[src/rtl/sdram_pkg.sv]
// Shared SDRAM command payload, FSM state encoding and default refresh timing.
package sdram_pkg;

  localparam int REFRESH_INTERVAL = 780;
  localparam int MAX_POSTPONE     = 8;
  localparam int URGENT_THRESHOLD = 4;

  typedef struct packed {
    logic [2:0]  cmd;
    logic [1:0]  ba;
    logic [12:0] addr;
  } sdram_cmd_t;

  typedef enum logic {
    PASS     = 1'b0,
    REF_WAIT = 1'b1
  } ref_state_e;

endpackage

[src/rtl/sdram_refresh_timer.sv]
// Free-running refresh interval counter; one-cycle tick on wrap, held at 0 when disabled.
module sdram_refresh_timer #(
  parameter int INTERVAL = sdram_pkg::REFRESH_INTERVAL
) (
  input  logic clk,
  input  logic rstn,
  input  logic enable,
  output logic tick
);

  localparam int W = (INTERVAL > 1) ? $clog2(INTERVAL) : 1;
  localparam logic [W-1:0] LAST = W'(INTERVAL - 1);

  logic [W-1:0] cnt;

  assign tick = enable && (cnt == LAST);

  always_ff @(posedge clk or negedge rstn) begin
    if (!rstn)         cnt <= '0;
    else if (!enable)  cnt <= '0;
    else if (tick)     cnt <= '0;
    else               cnt <= cnt + 1'b1;
  end

endmodule

[src/rtl/sdram_refresh_scheduler.sv]
// Tracks owed refreshes, requests them from the controller and gates the
// zero-latency command path while a refresh is pending or overdue.
module sdram_refresh_scheduler #(
  parameter int REFRESH_INTERVAL = sdram_pkg::REFRESH_INTERVAL,
  parameter int MAX_POSTPONE     = sdram_pkg::MAX_POSTPONE,
  parameter int URGENT_THRESHOLD = sdram_pkg::URGENT_THRESHOLD
) (
  input  logic                               clk,
  input  logic                               rstn,
  input  logic                               init_done,
  input  logic                               cmd_in_valid,
  output logic                               cmd_in_ready,
  input  sdram_pkg::sdram_cmd_t              cmd_in_data,
  output logic                               cmd_out_valid,
  input  logic                               cmd_out_ready,
  output sdram_pkg::sdram_cmd_t              cmd_out_data,
  output logic                               ref_req,
  input  logic                               ref_ack,
  output logic [$clog2(MAX_POSTPONE+1)-1:0]  ref_debt,
  output logic                               ref_urgent,
  output logic                               ref_overflow
);
  import sdram_pkg::*;

  localparam int DW = $clog2(MAX_POSTPONE + 1);
  localparam logic [DW-1:0] MAX_D = DW'(MAX_POSTPONE);
  localparam logic [DW-1:0] URG_D = DW'(URGENT_THRESHOLD);

  ref_state_e    state, state_nxt;
  logic [DW-1:0] debt_nxt;
  logic          tick, ack_cnt, open;

  sdram_refresh_timer #(.INTERVAL(REFRESH_INTERVAL)) u_timer (
    .clk    (clk),
    .rstn   (rstn),
    .enable (init_done),
    .tick   (tick)
  );

  // Only the ack that terminates a request we actually raised repays debt.
  assign ack_cnt    = ref_ack && (state == REF_WAIT);
  assign ref_urgent = (ref_debt >= URG_D);
  assign ref_req    = (state == REF_WAIT);

  // rstn is folded in so the handshake outputs drop immediately on reset assertion.
  assign open          = rstn && init_done && (state == PASS) && !ref_urgent;
  assign cmd_out_valid = cmd_in_valid && open;
  assign cmd_in_ready  = cmd_out_ready && open;
  assign cmd_out_data  = cmd_in_data;

  always_comb begin
    debt_nxt = ref_debt;
    if (tick && !ack_cnt) begin
      if (ref_debt != MAX_D) debt_nxt = ref_debt + 1'b1;
    end else if (ack_cnt && !tick && ref_debt != '0) begin
      debt_nxt = ref_debt - 1'b1;
    end
  end

  always_comb begin
    state_nxt = state;
    case (state)
      PASS:     if (init_done && (ref_urgent || (ref_debt != '0 && !cmd_in_valid)))
                  state_nxt = REF_WAIT;
      REF_WAIT: if (ref_ack) state_nxt = PASS;
      default:  state_nxt = PASS;
    endcase
  end

  always_ff @(posedge clk or negedge rstn) begin
    if (!rstn) begin
      state        <= PASS;
      ref_debt     <= '0;
      ref_overflow <= 1'b0;
    end else begin
      state    <= state_nxt;
      ref_debt <= debt_nxt;
      if (tick && ref_debt == MAX_D) ref_overflow <= 1'b1;
    end
  end

  a_no_cmd_during_ref: assert property (@(posedge clk) disable iff (!rstn)
    !(cmd_out_valid && ref_req));

endmodule

[config.mk]
export PLATFORM = sky130hd
export DESIGN_NAME = sdram_refresh_scheduler
export DESIGN_NICKNAME = d
export VERILOG_FILES = /design/src/rtl/sdram_pkg.sv /design/src/rtl/sdram_refresh_timer.sv /design/src/rtl/sdram_refresh_scheduler.sv
export SDC_FILE = /design/constraint.sdc
export NUM_CORES = 1
export LEC_CHECK = 0
export BUFFER_PORTS_ARGS = -buffer_cell sky130_fd_sc_hd__buf_2
export CORE_MARGIN = 2
export CORE_UTILIZATION = 47
export CTS_BUF_LIST = sky130_fd_sc_hd__clkbuf_4 sky130_fd_sc_hd__clkbuf_8
export CTS_CLUSTER_SIZE = 12
export DETAILED_ROUTE_END_ITERATION = 7
export GPL_TIMING_DRIVEN = 0
export PLACE_DENSITY = 0.92
export SYNTH_ARGS = -nofsm -noshare
export SYNTH_HDL_FRONTEND = slang
export SYNTH_SLANG_ARGS = --single-unit
[constraint.sdc]
create_clock -name clk -period 2.7 [get_ports clk]
set_input_delay 0.405 -clock clk [delete_from_list [all_inputs] [get_ports clk]]
set_output_delay 0.405 -clock clk [all_outputs]
set_load 0.05 [all_outputs]
Yosys cells after proc, flatten, opt, wreduce, memory -nomap -nowiden
Cells that the tools add are included.
{ "totals": {"inputBits": 24, "ff_bits": 16, "output_inout_bits": 27, "elab_cells": 42} }
{ "classes": {"addsub": 3, "n_bitwise": 1, "magnitude_cmp": 1, "eq_ne": 4, "muxes": 8, "reduce_logical": 21} }
{ "ops": {"columns": ["operator", "count"], "rows": [
  ["2-to-1 mux 10 bit", 2],
  ["logical AND 1 bit", 13],
  ["2-to-1 mux 4 bit", 3],
  ["adder 10 x 1 -> 10 bit, second input constant", 1],
  ["== test 10 bit, second input constant", 1],
  ["adder 4 x 1 -> 4 bit, second input constant", 1],
  ["== test 4 bit, second input constant", 1],
  [">= comparator 4 x 3 -> 1 bit, second input constant", 1],
  ["zero test 1 bit", 4],
  ["inequality test 4 bit, second input constant", 1],
  ["nonzero test 4 bit", 1],
  ["subtractor 4 x 1 -> 4 bit, second input constant", 1],
  ["2-to-1 mux 1 bit", 2],
  ["inequality test 2 x 1 -> 1 bit, second input constant", 1],
  ["case mux 1 bit (2 select lines)", 1],
  ["AND reduction 2 bit", 1],
  ["nonzero test 2 bit", 1],
  ["logical OR 1 bit", 1],
  ["inverter 1 bit", 1]
]} }

Depth between registers and ports, before layout
Gate-level depths: netlist of run 1.
{ "depth": {"ltp_word": 7, "mapped_depth": 10, "depth_no_buf": 10} }

Hierarchy
Synthesis of run 1 repeated with hierarchy kept, for this count alone.
{ "hier_totals": {"hier_cells": 113, "hier_area_um2": 1103.6} }
{ "by_module_without_submodules": {"columns": ["mod", "seq_area_each_um2", "instances", "cells_each", "area_per_inst_um2"], "rows": [
  ["sdram_refresh_scheduler", 150.1, 1, 63, 591.8],
  ["sdram_refresh_timer", 250.2, 1, 50, 511.7]
]} }

Worst setup path before layout of run 1
Ideal clock, no wire load.
{ "synth_timing": {"kind": "register to register", "start": "register u_timer.cnt[5]", "end": "register ref_debt[3]", "path_slack_ns": 0.323, "path_stages_with_launch": 10, "arrival_ns": 2.231, "path_buffers": 0, "required_time_ns": 2.554, "synth_period_minus_slack_ns": 2.377, "setup_time_ns": 0.146, "path_cell_list": "dfrtp_1 -> or4_4 -> nor4b_4 -> inv_1 -> ha_1 -> a21o_1 -> a21oi_1 -> xnor2_1 -> nor2_2 -> xor2_1"} }
{ "synth_via": {"elab_chain_len": 7, "word_cells_on_any_way": 10, "classes_between": "2 x eq/ne; 1 x mux; 7 x reduce/logical"} }
{ "synth_lines": {"columns": ["item", "line_no", "source"], "rows": [
  ["start: declaration", "sdram_refresh_timer.sv:14", "logic [W-1:0] cnt;"],
  ["start signal: assignment", "sdram_refresh_timer.sv:22", "else cnt <= cnt + 1'b1;"],
  ["== test 10 bit (*)", "sdram_refresh_timer.sv:16", "assign tick = enable && (cnt == LAST);"],
  ["logical AND 1 bit (*)", "sdram_refresh_timer.sv:16", null],
  ["zero test 1 bit", "sdram_refresh_scheduler.sv:55", "end else if (ack_cnt && !tick && ref_debt != '0) begin"],
  ["logical AND 1 bit (2 in series)", "sdram_refresh_scheduler.sv:55", null],
  ["nonzero test 2 bit (no source line)", null, null],
  ["AND reduction 2 bit (no source line)", null, null],
  ["end signal: assignment", "sdram_refresh_scheduler.sv:77", "ref_debt <= debt_nxt;"],
  ["end: declaration", "sdram_refresh_scheduler.sv:19", "output logic [$clog2(MAX_POSTPONE+1)-1:0] ref_debt,"]
]} }
Every way passes the cells marked *; elsewhere a longest branch is shown, timed or not.
A chain may end at the register's enable or synchronous reset.

Worst setup path in the final report of run 1
Same ends and word-level chain as after synthesis.

==> results of run 1 <==
-- metrics by stage --
stage | instances | hold slack (ns)
final | 164 | 0.0215
after global routing | 164 | 0.0389
after CTS | 164 | 0.0213
after detailed placement | 160 | 0.342
after global placement | 160 | 0.335
after floorplan | 101 | 0.109
-- routing by layer --
metal / vias to the layer above / track usage
met5: - / 0
met4: 0 / 0.0270
met3: 0 / 0.0387
met2: 39 / 0.300
met1: 377 / 0.165
li1: 389 / -
-- sequential cells by signal, summed over array words and instances (netlist names) --
signal        flops
ref_debt          4
ref_overflow      1
ref_req           1
u_timer.cnt      10
-- worst max-delay path: cells and delay by family (launching register included) --
kind	cells	cell delay, ns
and+or+nand+nor	3	0.90
buffers and inverters	1	0.14
DFF	1	0.43
AOI/OAI and AO/OA	2	0.32
adders and majority gates	1	0.29
xor gates and xnor gates	2	0.29
-- area by class of cell --
cell class / count / area [um2]
clock buffers: 4 / 36.3
flip-flops and latches: 16 / 400
fillers: 167 / 752
multi-input cells: 62 / 464
repair buffers: 32 / 160
plain buffers: 19 / 140
well taps: 27 / 33.8
inverters: 4 / 15.0
-- worst paths after layout --
path	start	to	slack, ns	cells past startpoint
max in group asynchronous	rstn	ref_debt[2]	2.40	1
setup / recovery	u_timer.cnt[5]	ref_debt[3]	0.21	9
setup reg to reg	u_timer.cnt[5]	ref_debt[3]	0.21	9
min in group clk	ref_ack	ref_req	0.30	2
hold reg to reg	ref_overflow	ref_overflow	0.47	1
hold / removal	rstn	u_timer.cnt[9]	0.02	1
-- synth_stat cells (all sizes together) --
master,n,area share
buf,19,0.14
dfrtp,16,0.39
nor2,13,0.050
xnor2,7,0.060
nand2,5,0.018
inv,4,0.015
xor2,4,0.034
a21oi,3,0.015
and3,3,0.018
and4,3,0.026
ha,3,0.037
o21ai,3,0.015
nand2b,2,0.012
nand3,2,0.0098
nor3,2,0.021
a21boi,1,0.0074
a21o,1,0.0074
a31o,1,0.0086
and2,1,0.0061
fa,1,0.020
mux2,1,0.015
mux2i,1,0.013
nand4,1,0.012
nor2b,1,0.0061
nor4b,1,0.023
or2b,1,0.0086
or4,1,0.011
-- logic make-up after synthesis --
| kind of cell | count (synthesis) |
|---|---|
| xor+xnor | 11 |
| mux | 2 |
| simple gates | 36 |
| fa+ha+maj | 4 |
| buf+inv | 23 |
| flops | 16 |
| compound gates | 9 |
-- power groups by stage --
stage / sequential, mW / clock (mW) / combinational [mW]
after floorplan: 0.253 / 0 / 0.0894
after global placement: 0.252 / 0 / 0.114
after detailed placement: 0.252 / 0 / 0.116
after CTS: 0.247 / 0.162 / 0.116
after global routing: 0.248 / 0.175 / 0.121
final: 0.247 / 0.155 / 0.114
==> metrics.md, run 1 <==
| Metric | Value |
|---|---|
| Peak VDD IR | `0.226 mV` |
| CTS clk-pin slew, worst paths | `0.10 ns` |
| Hold-fix buffers, CTS | `0` |
| Routed length on met3 | `163 um` |
| Gate power share | `0.221` |
| Rows | `16` |
| Die Footprint | `2560 um2` |
| Worst skew pair latency | `0.28 ns` |
| Minimum clock period | `2.49 ns` |
| CTS tree | `yes` |
| Remaining global-route overflow | `0` |
| Number of antenna violations at the first check in global routing | `0` |
| I/O pin count | `51` |
| Core area | `2000 um2` |
| Mux cell area share after synthesis | `0.0282` |
| Synth warn | `0` |
| Post-CTS setup buffer count | `0` |
| Syn Nets | `129` |
| Commonest non-fill, non-tap cell in the layout | `buf_2` |
| Net Sw Frac | `0.302` |
| Number of DRC markers in iteration 0 | `7` |
| Clk sinks | `16` |
| Place WS | `0.225 ns` |
| Cts bufs inserted | `3` |
| Xor/xnor share of the synthesized area | `0.0945` |
| IO Port Bufs | `32` |
| Fin Setup TNS | `0 ns` |
| Top layer in use | `met3` |
| Crit end category | `register` |
| Slew @ Worst Pin | `0.377 ns` |
| Drt pass-1 iters | `4` |
| N_diodes | `0` |
| Remaining antenna violation count after routing | `0` |
| Vias per std cell | `4.91` |
| Max cap viols | `0` |
| Met1 Wirelength | `699 um` |
| Worst hold path type | `input pin to asynchronous set/reset pin` |
| Slowest-stage cell, CP | `or4_4` |
| Status | `finished clean` |
| Lkg Pwr | `0.675 nW` |
| Largest family of logic cells by synthesized area | `simple AND/OR/NAND/NOR gates` |
| Bufs on Longest Clock Path | `2` |
| Most frequent cells in the layout | `33 x buf_2, 18 x buf_4, 16 x dfrtp_1, 12 x nor2_1, 7 x xnor2_1` |
| Largest net degree at the start of global routing | `19` |
| Initial core utilization | `0.509` |
| Final WS setup | `0.210 ns` |
| Critical Path AT | `2.66 ns` |
| Synthesized area | `1020 um2` |
| CP Class | `register to register` |
| Setup Skew | `0.00707 ns` |
| Worst-path fanout max | `4` |
| F_max | `402 MHz` |
| DR DRC count | `0` |
| Post-synthesis adder-cell area fraction | `0.0564` |
| Final setup vio count | `0` |
| Total Wirelength | `1810 um` |
| Share of cells above drive strength 1 | `0.460` |
| Critical Path Source Type | `register` |
| Critical path cell sequence | `or4_4 > nor4b_4 > inv_1 > ha_1 > a21o_1 > a21oi_1 > xnor2_1 > nor2_2 > xor2_1` |
| Synthesis-to-layout area growth | `22.6%` |
| Power Dens Cells | `414 nW/um2` |
| Sw Pwr | `0.156 mW` |
| Clock Tree Root | `clkbuf_4` |
| WL met2 | `951 um` |
| Fin nets | `166` |
| Synth Area in Simple Gates | `0.223` |
| Vias in the first global route | `740` |
| FF+latch count, synth | `16` |
| Htree depth | `1` |
| Die width | `50.6 um` |
| GP Congestion | `0.817` |
| Die span in y | `50.6 um` |
| Register area share after synthesis | `0.393` |
| RSZ-0062 raised after global routing | `false` |
| Clock power frac | `0.301` |
| Hpwl dp | `1510 um` |
| Max-slew violation count | `0` |
| Slew margin rel. | `0.743` |
| First-pass GRT wire length | `3020 um` |
| Design Area, Final | `1250 um2` |
| CP Data Required Time | `2.87 ns` |
| Compound-Gate Fraction of Synth Area | `0.0528` |
| Biggest cell delay along the critical path | `0.59 ns` |
| Synth Area per Inst | `10.1 um2` |
| Final Hold Fails | `0` |
| DR vias | `805` |
| Routed wire per std cell | `11.1 um` |
| Cell Int Power | `0.361 mW` |
| Placed Area | `1210 um2` |
| Tot GR Track Use | `0.153` |
| Post-layout util | `0.624` |
| Synth cell types | `31` |
| Total power | `0.517 mW` |
| Sequential power share | `0.478` |
| Post-Syn Instances | `101` |
| Part of the cycle the worst path needs | `0.922` |
| Post-CTS Resized | `0` |
Note: power is estimated with default switching activity, not from simulation.
==> run 2, diff against run 1 <==
--- a/config.mk
+++ b/config.mk
@@ -7,12 +7,12 @@
 export LEC_CHECK = 0
 export BUFFER_PORTS_ARGS = -buffer_cell sky130_fd_sc_hd__buf_2
 export CORE_MARGIN = 2
-export CORE_UTILIZATION = 47
+export CORE_UTILIZATION = 25
 export CTS_BUF_LIST = sky130_fd_sc_hd__clkbuf_4 sky130_fd_sc_hd__clkbuf_8
 export CTS_CLUSTER_SIZE = 12
 export DETAILED_ROUTE_END_ITERATION = 7
 export GPL_TIMING_DRIVEN = 0
-export PLACE_DENSITY = 0.92
+export PLACE_DENSITY = 0.59
 export SYNTH_ARGS = -nofsm -noshare
 export SYNTH_HDL_FRONTEND = slang
 export SYNTH_SLANG_ARGS = --single-unit
==> metrics.md, run 2 (synthesis results as in run 1) <==
| Metric | Value |
|---|---|
| Remaining global-route overflow | `0 (unchanged)` |
| Cts bufs inserted | `3 (unchanged)` |
| Routed wire per std cell | `10.3 um (-6.7%)` |
| First-pass GRT wire length | `3120 um (+3.4%)` |
| Commonest non-fill, non-tap cell in the layout | `buf_2` |
| Core area | `3970 um2 (+98%)` |
| DR DRC count | `0 (unchanged)` |
| Most frequent cells in the layout | `33 x buf_2, 18 x buf_4, 16 x dfrtp_1, 12 x nor2_1, 7 x xnor2_1` |
| IO Port Bufs | `32 (unchanged)` |
| Die span in y | `67.9 um (+34%)` |
| Largest Register | `u_timer.cnt` |
| Power Dens Cells | `417 nW/um2 (+0.87%)` |
| Vias in the first global route | `711 (-3.9%)` |
| Critical Path Source Type | `register` |
| Worst hold path type | `input pin to asynchronous set/reset pin` |
| Vias per std cell | `4.25 (-13%)` |
| CTS clk-pin slew, worst paths | `0.06 ns (-0.04 ns)` |
| Rows | `23 (+7)` |
| N_diodes | `0 (unchanged)` |
| Final setup vio count | `0 (unchanged)` |
| Die Footprint | `4610 um2 (+80%)` |
| CP Class | `register to register` |
| Status | `finished clean` |
| Final Hold Fails | `0 (unchanged)` |
| DR vias | `790 (-1.9%)` |
| Number of antenna violations at the first check in global routing | `0 (unchanged)` |
| F_max | `403 MHz (+0.34%)` |
| Post-CTS setup buffer count | `0 (unchanged)` |
| Drt pass-1 iters | `3 (-1)` |
| Tot GR Track Use | `0.0884 (-0.0650)` |
| Slew @ Worst Pin | `0.362 ns (-0.0151 ns)` |
| GP Congestion | `0.734 (-10%)` |
| Worst skew pair latency | `0.24 ns (-0.04 ns)` |
| Slew margin rel. | `0.754 (+0.0103)` |
| Total power | `0.536 mW (+3.6%)` |
| Post-CTS Resized | `0 (unchanged)` |
| Hold-fix buffers, CTS | `0 (unchanged)` |
| Htree depth | `1 (unchanged)` |
| Bufs on Longest Clock Path | `2 (unchanged)` |
| Part of the cycle the worst path needs | `0.919 (-0.00310)` |
| Fin nets | `166 (unchanged)` |
| Share of cells above drive strength 1 | `0.456 (-0.00397)` |
| Largest register FFs | `10 (unchanged)` |
| Max-slew violation count | `0 (unchanged)` |
| Remaining antenna violation count after routing | `0 (unchanged)` |
| Setup Skew | `0.00409 ns (-0.00298 ns)` |
| Total Wirelength | `1920 um (+5.8%)` |
| RSZ-0062 raised after global routing | `false` |
| Crit end category | `register` |
| CP Data Required Time | `2.83 ns (-0.04 ns)` |
| Max cap viols | `0 (unchanged)` |
| CTS tree | `yes` |
| Hpwl dp | `1570 um (+4.0%)` |
| Fin Setup TNS | `0 ns (unchanged)` |
| Peak VDD IR | `0.289 mV (+28%)` |
| Clk sinks | `16 (unchanged)` |
| Minimum clock period | `2.48 ns (-0.00836 ns)` |
| Critical Path AT | `2.61 ns (-0.05 ns)` |
| Synthesis-to-layout area growth | `25.9%` |
| Initial core utilization | `0.257 (-0.253)` |
| Largest net degree at the start of global routing | `19 (unchanged)` |
| I/O pin count | `51 (unchanged)` |
| Lkg Pwr | `0.676 nW (about the same)` |
| Clock Tree Root | `clkbuf_8` |
| Number of DRC markers in iteration 0 | `26 (+19)` |
| Die width | `67.9 um (+34%)` |
| Worst-path fanout max | `4 (unchanged)` |
| Regs by FF count | `u_timer.cnt (10), ref_debt (4)` |
==> run 2: worst paths after layout <==
check	start	endpoint	slack, ns	cells after the start
setup / recovery	u_timer.cnt[5]	ref_debt[3]	0.22	9
hold / removal	rstn	u_timer.cnt[2]	0.07	1
setup reg to reg	u_timer.cnt[5]	ref_debt[3]	0.22	9
hold reg to reg	ref_overflow	ref_overflow	0.46	1
max in group asynchronous	rstn	u_timer.cnt[8]	2.35	1
min in group clk	ref_ack	ref_req	0.35	2
==> run 2: worst max-delay path, cell delays in order (launching register included) <==
cell and delay [ns]:
dfrtp_1 0.41, or4_4 0.59, nor4b_4 0.26, inv_1 0.13, ha_1 0.29, a21o_1 0.15
a21oi_1 0.18, xnor2_1 0.16, nor2_2 0.05, xor2_1 0.15
==> run 2: area by class of cell <==
type	count	area [um2]
sequential	16	400
tap	50	62.6
clock buffer	3	41.3
timing repair buffer	32	160
fill	414	2690
multi-input combinational	62	464
buffer	19	140
inverter	4	15.0
==> run 2: metal layers <==
metal / vias up / GRT usage / part of all wire
met3: 0 / 0.0345 / 0.080
li1: 390 / - / -
met4: 0 / 0.00750 / 0
met1: 369 / 0.114 / 0.42
met5: - / 0 / 0
met2: 31 / 0.146 / 0.50
==> run 2: report_power, final <==
part           switching [mW]  internal (mW)  total [mW]
clock network          0.0749         0.0987       0.174
registers             0.00381          0.244       0.248
logic                  0.0789         0.0355       0.114
==> run 2: through the flow <==
| stage | worst slack [ns] | cell area, um2 | util | cells | hold slack [ns] |
|---|---|---|---|---|---|
| 2_1_floorplan | 0.323 | 1020 | - | 101 | 0.109 |
| 3_3_place_gp | 0.256 | 1240 | 0.313 | 183 | 0.342 |
| 4_1_cts | 0.201 | 1280 | 0.323 | 186 | 0.0842 |
| 3_5_place_dp | 0.203 | 1240 | 0.313 | 183 | 0.350 |
| 5_1_grt | 0.0329 | 1280 | 0.323 | 186 | 0.106 |
| 6_report | 0.219 | 1280 | 0.323 | 186 | 0.0729 |
